### src/rtl/lcd_window_fetch_ctrl.sv
// lcd_window_fetch_ctrl: 800x480 panel timing plus windowed image fetch.
// Panel outputs are delayed to line up with the image memory read latency.
module lcd_window_fetch_ctrl #(
    parameter int H_ACTIVE = 800,
    parameter int H_BP     = 46,
    parameter int H_FP     = 210,
    parameter int H_PULSE  = 1,
    parameter int V_ACTIVE = 480,
    parameter int V_BP     = 0,
    parameter int V_FP     = 45,
    parameter int V_PULSE  = 5,
    parameter int IMG_W    = 390,
    parameter int IMG_H    = 240,
    parameter int ADDR_W   = 17,
    parameter int MEM_LAT  = 2
) (
    input  logic              PixelClk,
    input  logic              Reset,
    input  logic              cfg_valid,
    input  logic [9:0]        cfg_x0,
    input  logic [9:0]        cfg_y0,
    output logic              cfg_ready,
    output logic              mem_ce,
    output logic [ADDR_W-1:0] mem_addr,
    input  logic [7:0]        mem_dout,
    output logic              LCD_DE,
    output logic              LCD_HSYNC,
    output logic              LCD_VSYNC,
    output logic [4:0]        LCD_R,
    output logic [5:0]        LCD_G,
    output logic [4:0]        LCD_B,
    output logic              frame_start
);

    localparam int H_TOTAL = H_BP + H_ACTIVE + H_FP;
    localparam int V_TOTAL = V_BP + V_ACTIVE + V_FP;
    localparam int HCW     = $clog2(H_TOTAL);
    localparam int VCW     = $clog2(V_TOTAL);

    localparam logic [9:0] X0_MAX = 10'(H_ACTIVE - IMG_W);
    localparam logic [9:0] Y0_MAX = 10'(V_ACTIVE - IMG_H);
    localparam logic [9:0] X0_RST = 10'((H_ACTIVE - IMG_W) / 2);
    localparam logic [9:0] Y0_RST = 10'((V_ACTIVE - IMG_H) / 2);

    typedef struct packed {
        logic hs_n;
        logic vs_n;
        logic de;
        logic win;
        logic sof;
    } tmg_t;

    localparam tmg_t TMG_IDLE = '{
        hs_n: 1'b1,
        vs_n: 1'b1,
        de:   1'b0,
        win:  1'b0,
        sof:  1'b0
    };

    logic [HCW-1:0]    h_cnt;
    logic [VCW-1:0]    v_cnt;
    logic              h_wrap;
    logic              v_last;
    logic              f_wrap;
    logic              l_wrap;

    logic [9:0]        x0;
    logic [9:0]        y0;
    logic [9:0]        sh_x;
    logic [9:0]        sh_y;
    logic              sh_full;

    logic [HCW-1:0]    x_lo;
    logic [HCW-1:0]    x_hi;
    logic [VCW-1:0]    y_lo;
    logic [VCW-1:0]    y_hi;
    logic              h_act;
    logic              v_act;
    tmg_t              tmg;

    logic [ADDR_W-1:0] line_base;
    logic [ADDR_W-1:0] col;

    tmg_t              tmg_d [0:MEM_LAT];
    tmg_t              tq;

    logic              unused_dout;

    assign h_wrap = h_cnt == HCW'(H_TOTAL - 1);
    assign v_last = v_cnt == VCW'(V_TOTAL - 1);
    assign f_wrap = h_wrap && v_last;
    assign l_wrap = h_wrap && !v_last;

    assign cfg_ready   = ~sh_full;
    assign tq          = tmg_d[MEM_LAT];
    assign unused_dout = ^mem_dout[1:0];

    always_ff @(posedge PixelClk) begin
        if (Reset) begin
            h_cnt <= '0;
            v_cnt <= '0;
        end else if (h_wrap) begin
            h_cnt <= '0;
            v_cnt <= v_last ? '0 : v_cnt + 1'b1;
        end else begin
            h_cnt <= h_cnt + 1'b1;
        end
    end

    // x0/y0 are always clamped, so the window bounds fit the counter widths.
    always_comb begin
        x_lo     = HCW'(H_BP) + HCW'(x0);
        x_hi     = x_lo + HCW'(IMG_W);
        y_lo     = VCW'(V_BP) + VCW'(y0);
        y_hi     = y_lo + VCW'(IMG_H);
        h_act    = (h_cnt >= HCW'(H_BP)) &&
                   (h_cnt < HCW'(H_BP + H_ACTIVE));
        v_act    = (v_cnt >= VCW'(V_BP)) &&
                   (v_cnt < VCW'(V_BP + V_ACTIVE));
        tmg      = TMG_IDLE;
        tmg.hs_n = h_cnt >= HCW'(H_PULSE);
        tmg.vs_n = v_cnt >= VCW'(V_PULSE);
        tmg.de   = h_act && v_act;
        tmg.win  = tmg.de &&
                   (h_cnt >= x_lo) && (h_cnt < x_hi) &&
                   (v_cnt >= y_lo) && (v_cnt < y_hi);
        tmg.sof  = (h_cnt == '0) && (v_cnt == '0);
    end

    // A shadowed position only takes effect on the frame wrap.
    always_ff @(posedge PixelClk) begin
        if (Reset) begin
            sh_full <= 1'b0;
            sh_x    <= '0;
            sh_y    <= '0;
            x0      <= X0_RST;
            y0      <= Y0_RST;
        end else if (f_wrap && sh_full) begin
            x0      <= sh_x;
            y0      <= sh_y;
            sh_full <= 1'b0;
        end else if (cfg_valid && !sh_full) begin
            sh_full <= 1'b1;
            sh_x    <= (cfg_x0 > X0_MAX) ? X0_MAX : cfg_x0;
            sh_y    <= (cfg_y0 > Y0_MAX) ? Y0_MAX : cfg_y0;
        end
    end

    always_ff @(posedge PixelClk) begin
        if (Reset) begin
            mem_ce    <= 1'b0;
            mem_addr  <= '0;
            line_base <= '0;
            col       <= '0;
        end else begin
            mem_ce <= tmg.win;
            if (tmg.win) begin
                mem_addr <= line_base + col;
                col      <= col + 1'b1;
            end
            if (h_wrap) begin
                col <= '0;
            end
            unique case (1'b1)
                f_wrap: line_base <= '0;
                l_wrap: begin
                    if (col != '0) begin
                        line_base <= line_base + ADDR_W'(IMG_W);
                    end
                end
                default: ;
            endcase
        end
    end

    always_ff @(posedge PixelClk) begin
        if (Reset) begin
            for (int i = 0; i <= MEM_LAT; i++) begin
                tmg_d[i] <= TMG_IDLE;
            end
        end else begin
            tmg_d[0] <= tmg;
            for (int i = 1; i <= MEM_LAT; i++) begin
                tmg_d[i] <= tmg_d[i-1];
            end
        end
    end

    always_ff @(posedge PixelClk) begin
        if (Reset) begin
            LCD_DE      <= 1'b0;
            LCD_HSYNC   <= 1'b1;
            LCD_VSYNC   <= 1'b1;
            LCD_R       <= '0;
            LCD_G       <= '0;
            LCD_B       <= '0;
            frame_start <= 1'b0;
        end else begin
            LCD_DE      <= tq.de;
            LCD_HSYNC   <= tq.hs_n;
            LCD_VSYNC   <= tq.vs_n;
            LCD_R       <= tq.win ? mem_dout[7:3] : '0;
            LCD_G       <= tq.win ? mem_dout[7:2] : '0;
            LCD_B       <= tq.win ? mem_dout[7:3] : '0;
            frame_start <= tq.sof;
        end
    end

endmodule
### config.mk
export PLATFORM = sky130hd
export DESIGN_NAME = lcd_window_fetch_ctrl
export DESIGN_NICKNAME = d
export VERILOG_FILES = /design/src/rtl/lcd_window_fetch_ctrl.sv
export SDC_FILE = /design/constraint.sdc
export NUM_CORES = 1
export LEC_CHECK = 0
export CELL_PAD_IN_SITES_DETAIL_PLACEMENT = 2
export CELL_PAD_IN_SITES_GLOBAL_PLACEMENT = 2
export CORE_MARGIN = 3
export CORE_UTILIZATION = 35
export CTS_CLUSTER_DIAMETER = 200
export DETAILED_ROUTE_END_ITERATION = 8
export HOLD_SLACK_MARGIN = 0.02
export PLACE_DENSITY_LB_ADDON = 0.3
export SYNTH_ARGS = -nofsm -noshare
export SYNTH_HDL_FRONTEND = slang
export SYNTH_SLANG_ARGS = --single-unit
### constraint.sdc
create_clock -name PixelClk -period 4.9 [get_ports PixelClk]
set_clock_uncertainty 0.1 [all_clocks]
set_input_delay 0.98 -clock PixelClk [delete_from_list [all_inputs] [get_ports PixelClk]]
set_output_delay 0.98 -clock PixelClk [all_outputs]
set_load 0.03 [all_outputs]
==> results.txt, run 1 <==
The flow ran to the end, and the final reports show no timing, DRC or antenna violations. Dividing the detail-routed via count by the number of cells gives 5.44. The first global-routing pass estimated 37200 um of wire.

Summed over all nets, the switching power comes to 0.607 mW. For this design the static power due to leakage is 3.59 nW. Sorting the synthesized cells by area gives the leading types as sky130_fd_sc_hd__dfxtp_1 38%, sky130_fd_sc_hd__ha_1 12%, sky130_fd_sc_hd__nor2_1 5.5%, sky130_fd_sc_hd__nand2_1 3.6%, sky130_fd_sc_hd__xor2_1 3.4%. Summing every instance area after synthesis gives 0.00724 sq mm.

The endpoint identified for the worst register-to-register timing path is col[9]. Synthesis produced 836 cells. For the internal power contribution, the log shows 2.13 mW. In the synthesized netlist the dominant register cell turns out to be sky130_fd_sc_hd__dfxtp_1. The total of warnings raised by yosys is 0, and the final-stage net count is 991. In this run, post-CTS hold repair placed 0 buffers. The run gives 3.6% as the relative contribution of combinational cells to total power. The worst register-to-register path has a setup slack of 0.21 ns. The power per unit of standard cell area came out at 308 mW/mm^2.

The tools report the worst slew margin relative to its limit as 31.0%. The worst-case IR drop observed on VDD is 0.258 mV. The placed instances occupy a cell area of 0.00807 sq mm. In this run, CTS created clock tree buffers numbering 17. The startpoint identified for the worst register-to-register timing path is x0[1].

The run gives 0 as the final hold violation count. A synthesized cell averages 8.66 sq um. The min-delay analysis places its worst path in the category register to register. The number of synthesized register bits is 137, and the tightest hold margin is 0.310 ns.

The async set or reset register ratio after synthesis came out at 0%. In this run the worst path has a maximum fanout of 7. The setup-violating endpoint count in the final report was 0; the number of global-route vias before repair was 6994. For this run, design rule violations remaining after detail routing come to 0. The synthesized net count was 934; the level count of the clock H-tree was 4. The first-iteration detailed-routing DRC count is 257, and the count of cell types in the netlist is 62. Of all cell types, the one taking the most synthesized area is sky130_fd_sc_hd__dfxtp_1. The tools report the element type at the critical path start as a register. After layout, the worst path uses 95.6% of the clock period.

The synthesized design contains 0 enable-type register cells. The register area share after synthesis is 37.9%, and the number of placed I/O pins is 70. Most frequent cell after synthesis: sky130_fd_sc_hd__dfxtp_1.

Layout overhead on the synthesized area: 22.6%. Endpoint of the worst setup timing path: col[9]. The final period demand of the worst path is 4.69 ns, and the critical path data arrival time is 4.93 ns. Clock-pin slew was measured on the worst setup and hold paths at 0.07 ns. The die covers 0.0224 sq mm. The slew at the pin with the worst max-slew slack is 1.01 ns. The critical path startpoint was x0[1]. The tools report the number of standard-cell rows in the floorplan as 51.

Counting every sink on the clock net gives 137. Measured along the x axis, the die boundary spans 150 um. STA classifies the critical path endpoint as a register. The critical path start-end classification was register to register. In the final routed layout, each cell accounts on average for 20.1 um. The number of max-slew violations in the final report is 0.

The area share of the largest cell type after synthesis is 37.9%, and the leftover overflow at the end of global routing is 0. Net switching is 22.2% of the power. The run gives 0 as the number of max-capacitance violations reported. The path depth of the worst reg2reg path came out at 20. Entering global routing, the biggest net connects 57 pins. The detail route stage leaves a number of antenna-violating nets equal to 0. The root buffer cell is sky130_fd_sc_hd__clkbuf_16. The total via count after detailed routing came out at 6362. Static timing analysis puts the maximum clock frequency at 213 MHz. The required time reported for the critical path endpoint is 5.15 ns, and the final antenna diode count is 0. The region available for standard cell placement spans 0.0199 sq mm. Number of antenna violations at the first check in global routing: 0. Counting instances in the post-synthesis netlist gives the leading cell types as 137 x sky130_fd_sc_hd__dfxtp_1, 106 x sky130_fd_sc_hd__nor2_1, 69 x sky130_fd_sc_hd__nand2_1.

The clock latency at the later pin of the worst-skew pair was 0.44 ns. The post-route netlist has 8.62% of its cells at a drive strength greater than 1. Detailed placement finished with a half-perimeter wire length of 16300 um.

In this run, flip-flops and latches consume 41.7% of the power. The final standard cell utilization of the core was 44.6%. TritonCTS built the clock tree. Before antenna repair, the detailed router went through 4 iterations. The post-route cell area was 0.00888 sq mm; the maximum root-to-sink buffer count was 2. Input and output buffers added on the ports amount to 67. For the post-detailed-routing wire length, the log shows 23500 um.

The clock network is responsible for 54.7% of the overall power. The tools report the effective utilization at floorplan as 36.4%. The floorplan die height came out at 150 um. The tools report the final weighted congestion in routability-driven placement as 0.884.

Global routing used 21.0% of the available tracks.
==> state kept, by name, summed over array words and instances, names as in the netlist <==
signal / cells
sh_x: 10
mem_addr: 17
LCD_G: 6
frame_start: 1
h_cnt: 11
v_cnt: 10
x0: 10
LCD_HSYNC: 1
line_base: 16
tmg_d: 15
y0: 10
LCD_VSYNC: 1
col: 17
sh_full: 1
LCD_DE: 1
sh_y: 10
==> per-layer routing <==
metal / global-route usage (%) / share of wire [%] / vias up / routed length [um]
met5: 0 / 0 / - / 0
met4: 6.68 / 1.7 / 0 / 402
met3: 3.06 / 3.2 / 33 / 749
met2: 37.7 / 52 / 122 / 12300
met1: 25.7 / 43 / 3175 / 10100
li1: - / - / 3032 / -
==> cells in the final DEF (no fill, tap or decap), types with 10 or more instances in the layout <==
master                            instances
sky130_fd_sc_hd__or4_1                   11
sky130_fd_sc_hd__nand4_1                 14
sky130_fd_sc_hd__nand2_1                 67
sky130_fd_sc_hd__clkdlybuf4s50_1         66
sky130_fd_sc_hd__nand3_1                 26
sky130_fd_sc_hd__clkbuf_16               17
sky130_fd_sc_hd__nor2b_1                 14
sky130_fd_sc_hd__xnor2_1                 24
sky130_fd_sc_hd__ha_1                    67
sky130_fd_sc_hd__and2_1                  12
sky130_fd_sc_hd__and3_1                  11
sky130_fd_sc_hd__mux2i_1                 14
sky130_fd_sc_hd__dfxtp_1                135
sky130_fd_sc_hd__a21oi_1                 44
sky130_fd_sc_hd__nor2_1                 106
sky130_fd_sc_hd__xor2_1                  26
sky130_fd_sc_hd__or3_1                   10
sky130_fd_sc_hd__nor4_1                  12
sky130_fd_sc_hd__inv_1                   36
sky130_fd_sc_hd__nor3_1                  20
sky130_fd_sc_hd__o31ai_1                 10
sky130_fd_sc_hd__buf_4                   12
sky130_fd_sc_hd__o21ai_0                 19
==> power groups by stage <==
| stage | combinational (mW) | clock [mW] | sequential, mW |
|---|---|---|---|
| finish | 0.0985 | 1.50 | 1.14 |
| detailed placement | 0.0958 | 0 | 1.17 |
| floorplan | 0.0520 | 0 | 1.16 |
| global route | 0.109 | 1.58 | 1.14 |
| CTS | 0.0977 | 1.52 | 1.14 |
| global placement | 0.0902 | 0 | 1.17 |
==> cell type report <==
| cell class | count | area, sq um |
|---|---|---|
| clock buffer | 17 | 425 |
| clock inverter | 14 | 244 |
| fill | 2206 | 11000 |
| inverter | 36 | 135 |
| multi-input combinational | 622 | 4230 |
| sequential | 137 | 2750 |
| tap | 265 | 332 |
| timing repair buffer | 79 | 762 |
==> through the flow <==
stage               setup TNS, ns  instances  power [mW]  setup slack, ns
global route              -0.0960       1170        2.83          -0.0713
floorplan                       0        836        1.21            0.934
detailed placement              0       1134        1.26            0.132
global placement                0       1134        1.26            0.419
finish                          0       1170        2.74            0.214
CTS                             0       1165        2.76          0.00481
==> worst min path at each step <==
stage	from	to	slack, ns	cells after the start
finish	tmg_d[0][8]	tmg_d[0][13]	0.31	1
global route	tmg_d[0][8]	tmg_d[0][13]	0.33	1
CTS	tmg_d[0][8]	tmg_d[0][13]	0.31	1
detailed placement	tmg_d[0][8]	tmg_d[0][13]	0.30	1
global placement	tmg_d[0][3]	tmg_d[0][8]	0.29	1
floorplan	tmg_d[0][14]	LCD_HSYNC	0.29	1
==> kinds of logic (layout without fill, tap and decap cells) <==
| kind of cell | count (synthesis) | in the layout | synth area share [%] |
|---|---|---|---|
| AND/OR/NAND/NOR | 338 | 338 | 23.3 |
| flip-flops | 137 | 137 | 37.9 |
| multiplexers | 19 | 19 | 2.71 |
| XOR/XNOR | 54 | 54 | 6.53 |
| buffers and inverters | 77 | 146 | 4.89 |
| adder cells (fa/ha/maj) | 68 | 68 | 11.7 |
| AO/OA/AOI/OAI | 143 | 143 | 13.0 |
==> repair_timing <==
action	4_1_cts	5_1_grt
pin swaps	0	2
setup endpoints to repair	1	30
buffers inserted	0	5
resized for setup	1	20
==> critical path, cell delays in order, from the launching register on <==
cell,delay [ns]
sky130_fd_sc_hd__dfxtp_2,0.40
sky130_fd_sc_hd__inv_1,0.09
sky130_fd_sc_hd__ha_1,0.24
sky130_fd_sc_hd__inv_1,0.11
sky130_fd_sc_hd__o21ai_4,0.08
sky130_fd_sc_hd__xnor2_2,0.20
sky130_fd_sc_hd__nor2_1,0.13
sky130_fd_sc_hd__nand2_1,0.10
sky130_fd_sc_hd__o21a_1,0.24
sky130_fd_sc_hd__a21oi_2,0.19
sky130_fd_sc_hd__xor2_1,0.20
sky130_fd_sc_hd__ha_1,0.30
sky130_fd_sc_hd__and2_1,0.20
sky130_fd_sc_hd__a32o_1,0.23
sky130_fd_sc_hd__nor3_2,0.15
sky130_fd_sc_hd__o2111ai_1,0.18
sky130_fd_sc_hd__nor4_4,0.42
sky130_fd_sc_hd__buf_6,0.20
sky130_fd_sc_hd__nand3_4,0.12
sky130_fd_sc_hd__or4_1,0.53
sky130_fd_sc_hd__a21oi_1,0.19
Note: power is estimated with default switching activity, not from simulation.
==> inputs of run 2 (changes only) <==
- RECOVER_POWER: unset -> 50
==> results.txt, run 2 (synthesis results as in run 1) <==
For the area of the core, the log shows 0.0199 sq mm (unchanged). The startpoint identified for the worst register-to-register timing path is x0[1]. The endpoint of the worst setup timing path was col[9].

The standard cell with the maximum stage delay on the critical path was sky130_fd_sc_hd__or4_1. The worst hold path begins at tmg_d[0][8]. STA classifies the critical path endpoint as a register.

For the remaining design rule violation count, the log shows 0 (unchanged). Total number of clock tree sinks: 137 (unchanged). The worst slew margin relative to its limit is -51.2% (-82 points), and the share of post-route cells with drive strength above 1 is 8.51% (-0.11 points). The width of the die is 150 um (unchanged), and the met1 track demand over resource is 25.7% (unchanged). The post-detailed-route via-to-cell ratio was 5.44 (about the same); the clock latency at the later pin of the worst-skew pair was 0.44 ns (about the same). The layout overhead on the synthesized area was 22.6% (about the same).

The run gives 5.14 ns (about the same) as the required time reported for the critical path endpoint. The critical path buffer and inverter count came out at 3 (unchanged). The length of the first detailed-routing pass in iterations was 5 (+1). The final hold violation count was 0 (unchanged); the global-route met2 utilization was 37.7% (unchanged). The number of I/O port buffers is 67 (unchanged), and the effective utilization at floorplan is 36.4% (unchanged).

By startpoint and endpoint, the worst setup path is classified as register to register. The tools report the leftover overflow at the end of global routing as 0 (unchanged). The run gives 0.0224 sq mm (unchanged) as the area of the die.

Total stage count of the critical path: 20 (unchanged). TritonCTS built the clock tree. The number of global-route vias before repair was 6994 (unchanged). The run gives 0 (unchanged) as the setup-violating endpoint count in the final report. The final period demand of the worst path was 4.69 ns (+0.00594 ns); the number of placed instances, taps included was 1134 (unchanged). The level count of the clock H-tree was 4 (unchanged). The routed wire length per instance was 20.2 um (+0.18%).

The path class of the tightest hold or removal check is register to register. The largest registers in the layout are col: 17 flops, mem_addr: 17 flops, line_base: 16 flops. The power per unit of standard cell area came out at 308 mW/mm^2 (about the same).

The final weighted congestion in routability-driven placement is 0.884 (unchanged). The library cells used most frequently in the layout, excluding fill and tap cells, are 135 x sky130_fd_sc_hd__dfxtp_1, 106 x sky130_fd_sc_hd__nor2_1, 67 x sky130_fd_sc_hd__nand2_1, 67 x sky130_fd_sc_hd__ha_1, 44 x sky130_fd_sc_hd__a21oi_1. The fmax is 213 MHz (-0.13%), and the number of buffers created by CTS is 17 (unchanged). The root buffer cell was sky130_fd_sc_hd__clkbuf_16. For the wire length of the first global-routing pass, the log shows 37200 um (unchanged).

The checks that failed: capacitance limit, slew limit. The post-route antenna net violation count is 0 (unchanged), and the floorplan die height is 150 um (unchanged). The post-detailed-placement half-perimeter wirelength was 16300 um (unchanged). The tools report the number of placed I/O pins as 70 (unchanged).

The signal on the critical path passes through inv_1 > ha_1 > inv_1 > o21ai_4 > xnor2_2 > nor2_1 > nand2_1 > o21a_1 > a21oi_2 > xor2_1 > ha_1 > and2_1 > a32o_1 > nor3_2 > o2111ai_1 > nor4_4 > buf_6 > nand3_4 > or4_1 > a21oi_1. The worst stage delay on the critical path is 0.53 ns (about the same), and the critical path data arrival time is 4.93 ns (about the same). The tools report the total of hold buffers inserted after clock tree synthesis as 0 (unchanged). The run finished, with violations left. The clock transition at the registers of the reported paths works out to 0.07 ns (about the same).

The logs give 3.06% (unchanged) for the met3 demand-to-capacity share in global routing and 0.255 mV (-0.96%) for the worst IR drop on VDD. The first-iteration detailed-routing DRC count was 272 (+5.8%); the path depth of the worst reg2reg path was 20 (unchanged). For the total power draw, the log shows 2.74 mW (about the same). The tools report the maximum root-to-sink buffer count as 2 (unchanged). The maximum fanout count along the critical path was 7 (unchanged); the slew at the pin with the worst max-slew slack was 2.27 ns (+1.26 ns). Grouping stages by cell kind, the critical path spends the most delay in simple AND/OR/NAND/NOR gates. The number of standard-cell rows in the floorplan came out at 51 (unchanged).

The post-route fraction of the period consumed by the critical path is 95.8% (+0.12 points), and the maximum number of pins on one net before global-route repair is 57 (unchanged). The logs give 991 (unchanged) for the final-stage net count and 1171 (+0.085%) for the post-route non-filler standard cell count. The logs give 1 (+1) for the number of antenna violations at the first check in global routing and 23600 um (+0.26%) for the post-detailed-routing wire length. The layer flagged by global routing as most heavily used is met2. The register-to-register path setup slack came out at 0.21 ns (about the same). The leading cell type in the layout, fill and taps excluded was sky130_fd_sc_hd__dfxtp_1. STA classifies the critical path startpoint as a register.

The leakage power total was 3.70 nW (+3.1%); the number of max-slew violations in the final report was 46 (+46). The tools report the number of max-capacitance violations reported as 1 (+1). The aggregate global-route resource usage was 21.0% (unchanged); the total via count after detailed routing was 6373 (+0.17%). The total of fill cells in the finished design is 2205 (-0.045%). The reg-to-reg critical path endpoint was col[9]. Tracing the worst setup path back leads to its startpoint at x0[1].
## run 2: final cells by class
cell class                      instances  area [sq um]  share of cell area, %
Multi-Input combinational cell        622          4230                   47.7
Sequential cell                       137          2750                   30.9
Timing Repair Buffer                   79           756                   8.52
Clock buffer                           17           425                   4.79
Tap cell                              265           332                   3.74
Clock inverter                         14           244                   2.75
Inverter                               36           135                   1.52
Antenna cell                            1          2.50                 0.0282
## run 2: worst min-delay path by stage
stage                         endpoint  slack, ns  depth (start not counted)
after floorplan              LCD_HSYNC       0.29                          1
after global placement     tmg_d[0][8]       0.29                          1
after detailed placement  tmg_d[0][13]       0.30                          1
after CTS                 tmg_d[0][13]       0.31                          1
after global routing      tmg_d[0][13]       0.33                          1
final                     tmg_d[0][13]       0.31                          1
## run 2: metal layers
layer	part of all wire [%]	routed length, um	vias to the layer above
met4	1.5	357	0
li1	-	-	3038
met2	52	12300	129
met5	0	0	-
met3	3.0	719	32
met1	43	10200	3174
## run 2: what timing repair did
item	CTS	global route
pin swaps	0	2
setup buffers	0	5
setup endpoints to repair	1	30
resized for setup	1	20
## run 2: power breakdown
part | leakage (nW) | total, mW | switching, mW | internal, mW
registers | 1.11 | 1.14 | 0.0126 | 1.13
logic | 2.27 | 0.0982 | 0.0561 | 0.0421
clock network | 0.320 | 1.50 | 0.539 | 0.957
## run 2: stage by stage
| step | instance area [sq um] | utilization, % | worst slack (ns) | hold slack [ns] | TNS, ns |
|---|---|---|---|---|---|
| 3_5_place_dp | 8070 | 40.5 | 0.132 | 0.299 | 0 |
| 4_1_cts | 8750 | 43.9 | 0.00481 | 0.314 | 0 |
| 3_3_place_gp | 8070 | 40.5 | 0.419 | 0.291 | 0 |
| 2_1_floorplan | 7240 | - | 0.934 | 0.289 | 0 |
| 6_report | 8870 | 44.6 | 0.208 | 0.310 | 0 |
| 5_1_grt | 8870 | 44.6 | -0.0714 | 0.333 | -0.0963 |
==> inputs of run 3 (changes only) <==
- CORE_ASPECT_RATIO: unset -> 0.75
- CORE_UTILIZATION: 35 -> 38
- clock period: 4.9 -> 5.9 ns (I/O delays scaled with it)
==> results.txt, run 3 (synthesis results as in run 1) <==
The run gives 0 ns (unchanged) as the total negative slack for setup checks. The number of antenna violations at the first check in global routing was 0 (-1); the leftover overflow at the end of global routing was 0 (unchanged). Routed wire length per instance: 20.9 um (+3.5%). The number of I/O port buffers is 67 (unchanged), and the pre-CTS setup slack is 0.829 ns (+0.696 ns).

The total via count after detailed routing is 6469 (+1.5%), and the post-detailed-route via-to-cell ratio is 5.64 (+3.7%). For the number of placed I/O pins, the log shows 70 (unchanged). TritonCTS built the clock tree.

The post-route fraction of the period consumed by the critical path was 88.0% (-7.8 points). The root buffer cell was sky130_fd_sc_hd__clkbuf_16. The worst IR drop on VDD is 0.154 mV (-40%), and the worst slew margin relative to its limit is -30.4% (+21 points). Post-route antenna net violation count: 0 (unchanged). The critical path goes through inv_1 > ha_1 > inv_1 > o21ai_0 > a21boi_0 > xnor2_1 > o21a_1 > a21oi_1 > xor2_1 > ha_1 > a211oi_1 > o211ai_1 > nor3_1 > o2111ai_1 > nor4_4 > buf_4 > nand3_2 > or4_1 > a21oi_1. The run gives 0 (unchanged) as the setup-violating endpoint count in the final report. The run gives 5.43 ns (+0.50 ns) as the critical path data arrival time.

The tools report the maximum number of pins on one net before global-route repair as 59 (+3.5%). The final reports fail on capacitance limit, slew limit. The footprint of the flip-flops and latches was 0.00274 sq mm (about the same). The run gives 0.0208 sq mm (-7.5%) as the area of the die. The tools report the element type at the critical path end as a register. The flow ran to the end, but the final reports show violations. The logs give 11500 um (-6.4%) for the met2 wire length and 0.43 ns (about the same) for the clock latency at the later pin of the worst-skew pair. Final-stage net count: 984 (-0.71%). The slowest stage of the critical path is the sky130_fd_sc_hd__nor4_4 cell.

The final period demand of the worst path is 5.19 ns (+0.499 ns). The maximum root-to-sink buffer count came out at 2 (unchanged). The logs give 3.63 nW (-1.9%) for the leakage power total and 193 MHz (-9.6%) for the fmax. In the final layout, the registers with the most flip-flops are col: 17 flops, mem_addr: 17 flops, line_base: 16 flops. The startpoint identified for the worst register-to-register timing path is x0[1].

For the area of the core, the log shows 0.0186 sq mm (-6.5%). Remaining design rule violation count: 0 (unchanged). Width of the die: 165 um (+10%). The final hold violation count is 0 (unchanged), and the effective utilization at floorplan is 38.9% (+2.5 points). Number of buffers created by CTS: 17 (unchanged). The highest metal layer carrying signal wires in the routed design is met4. The worst setup path is of the register to register kind. For the first-iteration detailed-routing DRC count, the log shows 316 (+16%). The total of fill cells in the finished design was 2017 (-8.5%); the worst stage delay on the critical path was 0.61 ns (+0.08 ns). The number of gates resized after cts was 0 (-1); the clock transition at the registers of the reported paths was 0.06 ns (about the same). The tools report the post-detailed-routing wire length as 23900 um (+1.3%). The maximum fanout count along the critical path works out to 9 (+2). For the worst-case setup margin in the final layout, the log shows 0.709 ns (+0.501 ns). The path depth of the worst reg2reg path was 19 (-5.0%).

The run gives 23.7% (+2.8 points) as the aggregate global-route resource usage. In the layout the commonest cells are 137 x sky130_fd_sc_hd__dfxtp_1, 106 x sky130_fd_sc_hd__nor2_1, 69 x sky130_fd_sc_hd__nand2_1, 67 x sky130_fd_sc_hd__ha_1, 46 x sky130_fd_sc_hd__a21oi_1. The library cell used most frequently in the layout, excluding fill and tap cells, is sky130_fd_sc_hd__dfxtp_1. The level count of the clock H-tree was 4 (unchanged). The run gives 0.00414 sq mm (-2.2%) as the area of the multi-input gates. The number of global-route vias before repair came out at 7044 (+0.71%). The floorplan die height is 126 um (-16%). The logs give 0.824 (-6.8%) for the final weighted congestion in routability-driven placement and 0 (unchanged) for the post-CTS setup-driven buffer insertion count. The met1 layer wirelength in the final routing is 11300 um (+10%), and the amount of wire on met3 after detailed routing is 769 um (+7.0%). The final antenna diode count is 0 (-1), and the number of max-slew violations in the final report is 43 (-6.5%). The tools report the register-to-register path setup slack as 0.71 ns (+0.50 ns).

The total of hold buffers inserted after clock tree synthesis came out at 0 (unchanged). The slew at the pin with the worst max-slew slack came out at 1.96 ns (-0.312 ns). Share of post-route cells with drive strength above 1: 6.23% (-2.3 points). Kind of path behind the tightest hold check: register to register.

Following the worst setup path forward leads to its endpoint at col[12]. The tools report the wire length of the first global-routing pass as 38900 um (+4.5%). The required time reported for the critical path endpoint came out at 6.14 ns (+1.00 ns).

Setup repair after global routing left no endpoint under its margin. Tracing the worst setup path back leads to its startpoint at x0[1]. For the total number of clock tree sinks, the log shows 137 (unchanged). The number of max-capacitance violations reported was 1 (unchanged). The worst register-to-register path ends at col[12]. The tools report the length of the first detailed-routing pass in iterations as 4 (-1). Compared with the post-synthesis result, the final layout area differs by 20.2%. The worst setup path is launched from a register. The number of standard-cell rows in the floorplan was 43 (-16%); the post-detailed-placement half-perimeter wirelength was 16300 um (about the same). The power per unit of standard cell area is 261 mW/mm^2 (-15%).
[run 3: critical path: cells and delay by family (launching register included)]
family | cells | cell delay (ns)
AND/OR/NAND/NOR | 4 | 1.46
adder cells (fa/ha/maj) | 2 | 0.50
AO/OA/AOI/OAI | 8 | 1.56
flip-flops | 1 | 0.38
XOR/XNOR | 2 | 0.65
buffers and inverters | 3 | 0.43
[run 3: area by class of cell]
type	count	area share (%)
sequential	137	31.5
clock buffer	17	4.89
tap	247	3.55
clock inverter	15	2.82
timing repair buffer	72	8.07
multi-input combinational	622	47.6
inverter	36	1.55
[run 3: worst min path at each step]
| stage | from | endpoint | slack, ns | cells past startpoint |
|---|---|---|---|---|
| CTS | tmg_d[0][3] | tmg_d[0][8] | 0.32 | 1 |
| detailed placement | tmg_d[0][13] | LCD_VSYNC | 0.30 | 1 |
| finish | tmg_d[0][3] | tmg_d[0][8] | 0.31 | 1 |
| floorplan | tmg_d[0][14] | LCD_HSYNC | 0.29 | 1 |
| global placement | tmg_d[0][13] | LCD_VSYNC | 0.29 | 1 |
| global route | tmg_d[0][9] | tmg_d[0][14] | 0.33 | 1 |
[run 3: per-layer routing]
layer	vias up	track usage, %
met1	3277	31.0
met5	-	0
met2	132	40.8
met4	0	5.82
li1	3025	-
met3	35	3.78
[run 3: per-stage QoR]
| stage | cell area (sq um) | util, % | std cells | hold slack, ns | total power [mW] |
|---|---|---|---|---|---|
| after global routing | 8700 | 46.7 | 1146 | 0.328 | 2.35 |
| after global placement | 8040 | 43.2 | 1114 | 0.292 | 1.04 |
| after CTS | 8710 | 46.8 | 1146 | 0.316 | 2.29 |
| final | 8700 | 46.7 | 1146 | 0.310 | 2.27 |
| after floorplan | 7240 | - | 836 | 0.289 | 1.01 |
| after detailed placement | 8040 | 43.2 | 1114 | 0.298 | 1.05 |
[run 3: power breakdown]
| group | switching (mW) | internal (mW) | total, mW |
|---|---|---|---|
| combinational | 0.0444 | 0.0344 | 0.0788 |
| sequential | 0.0118 | 0.938 | 0.950 |
| clock | 0.449 | 0.796 | 1.24 |
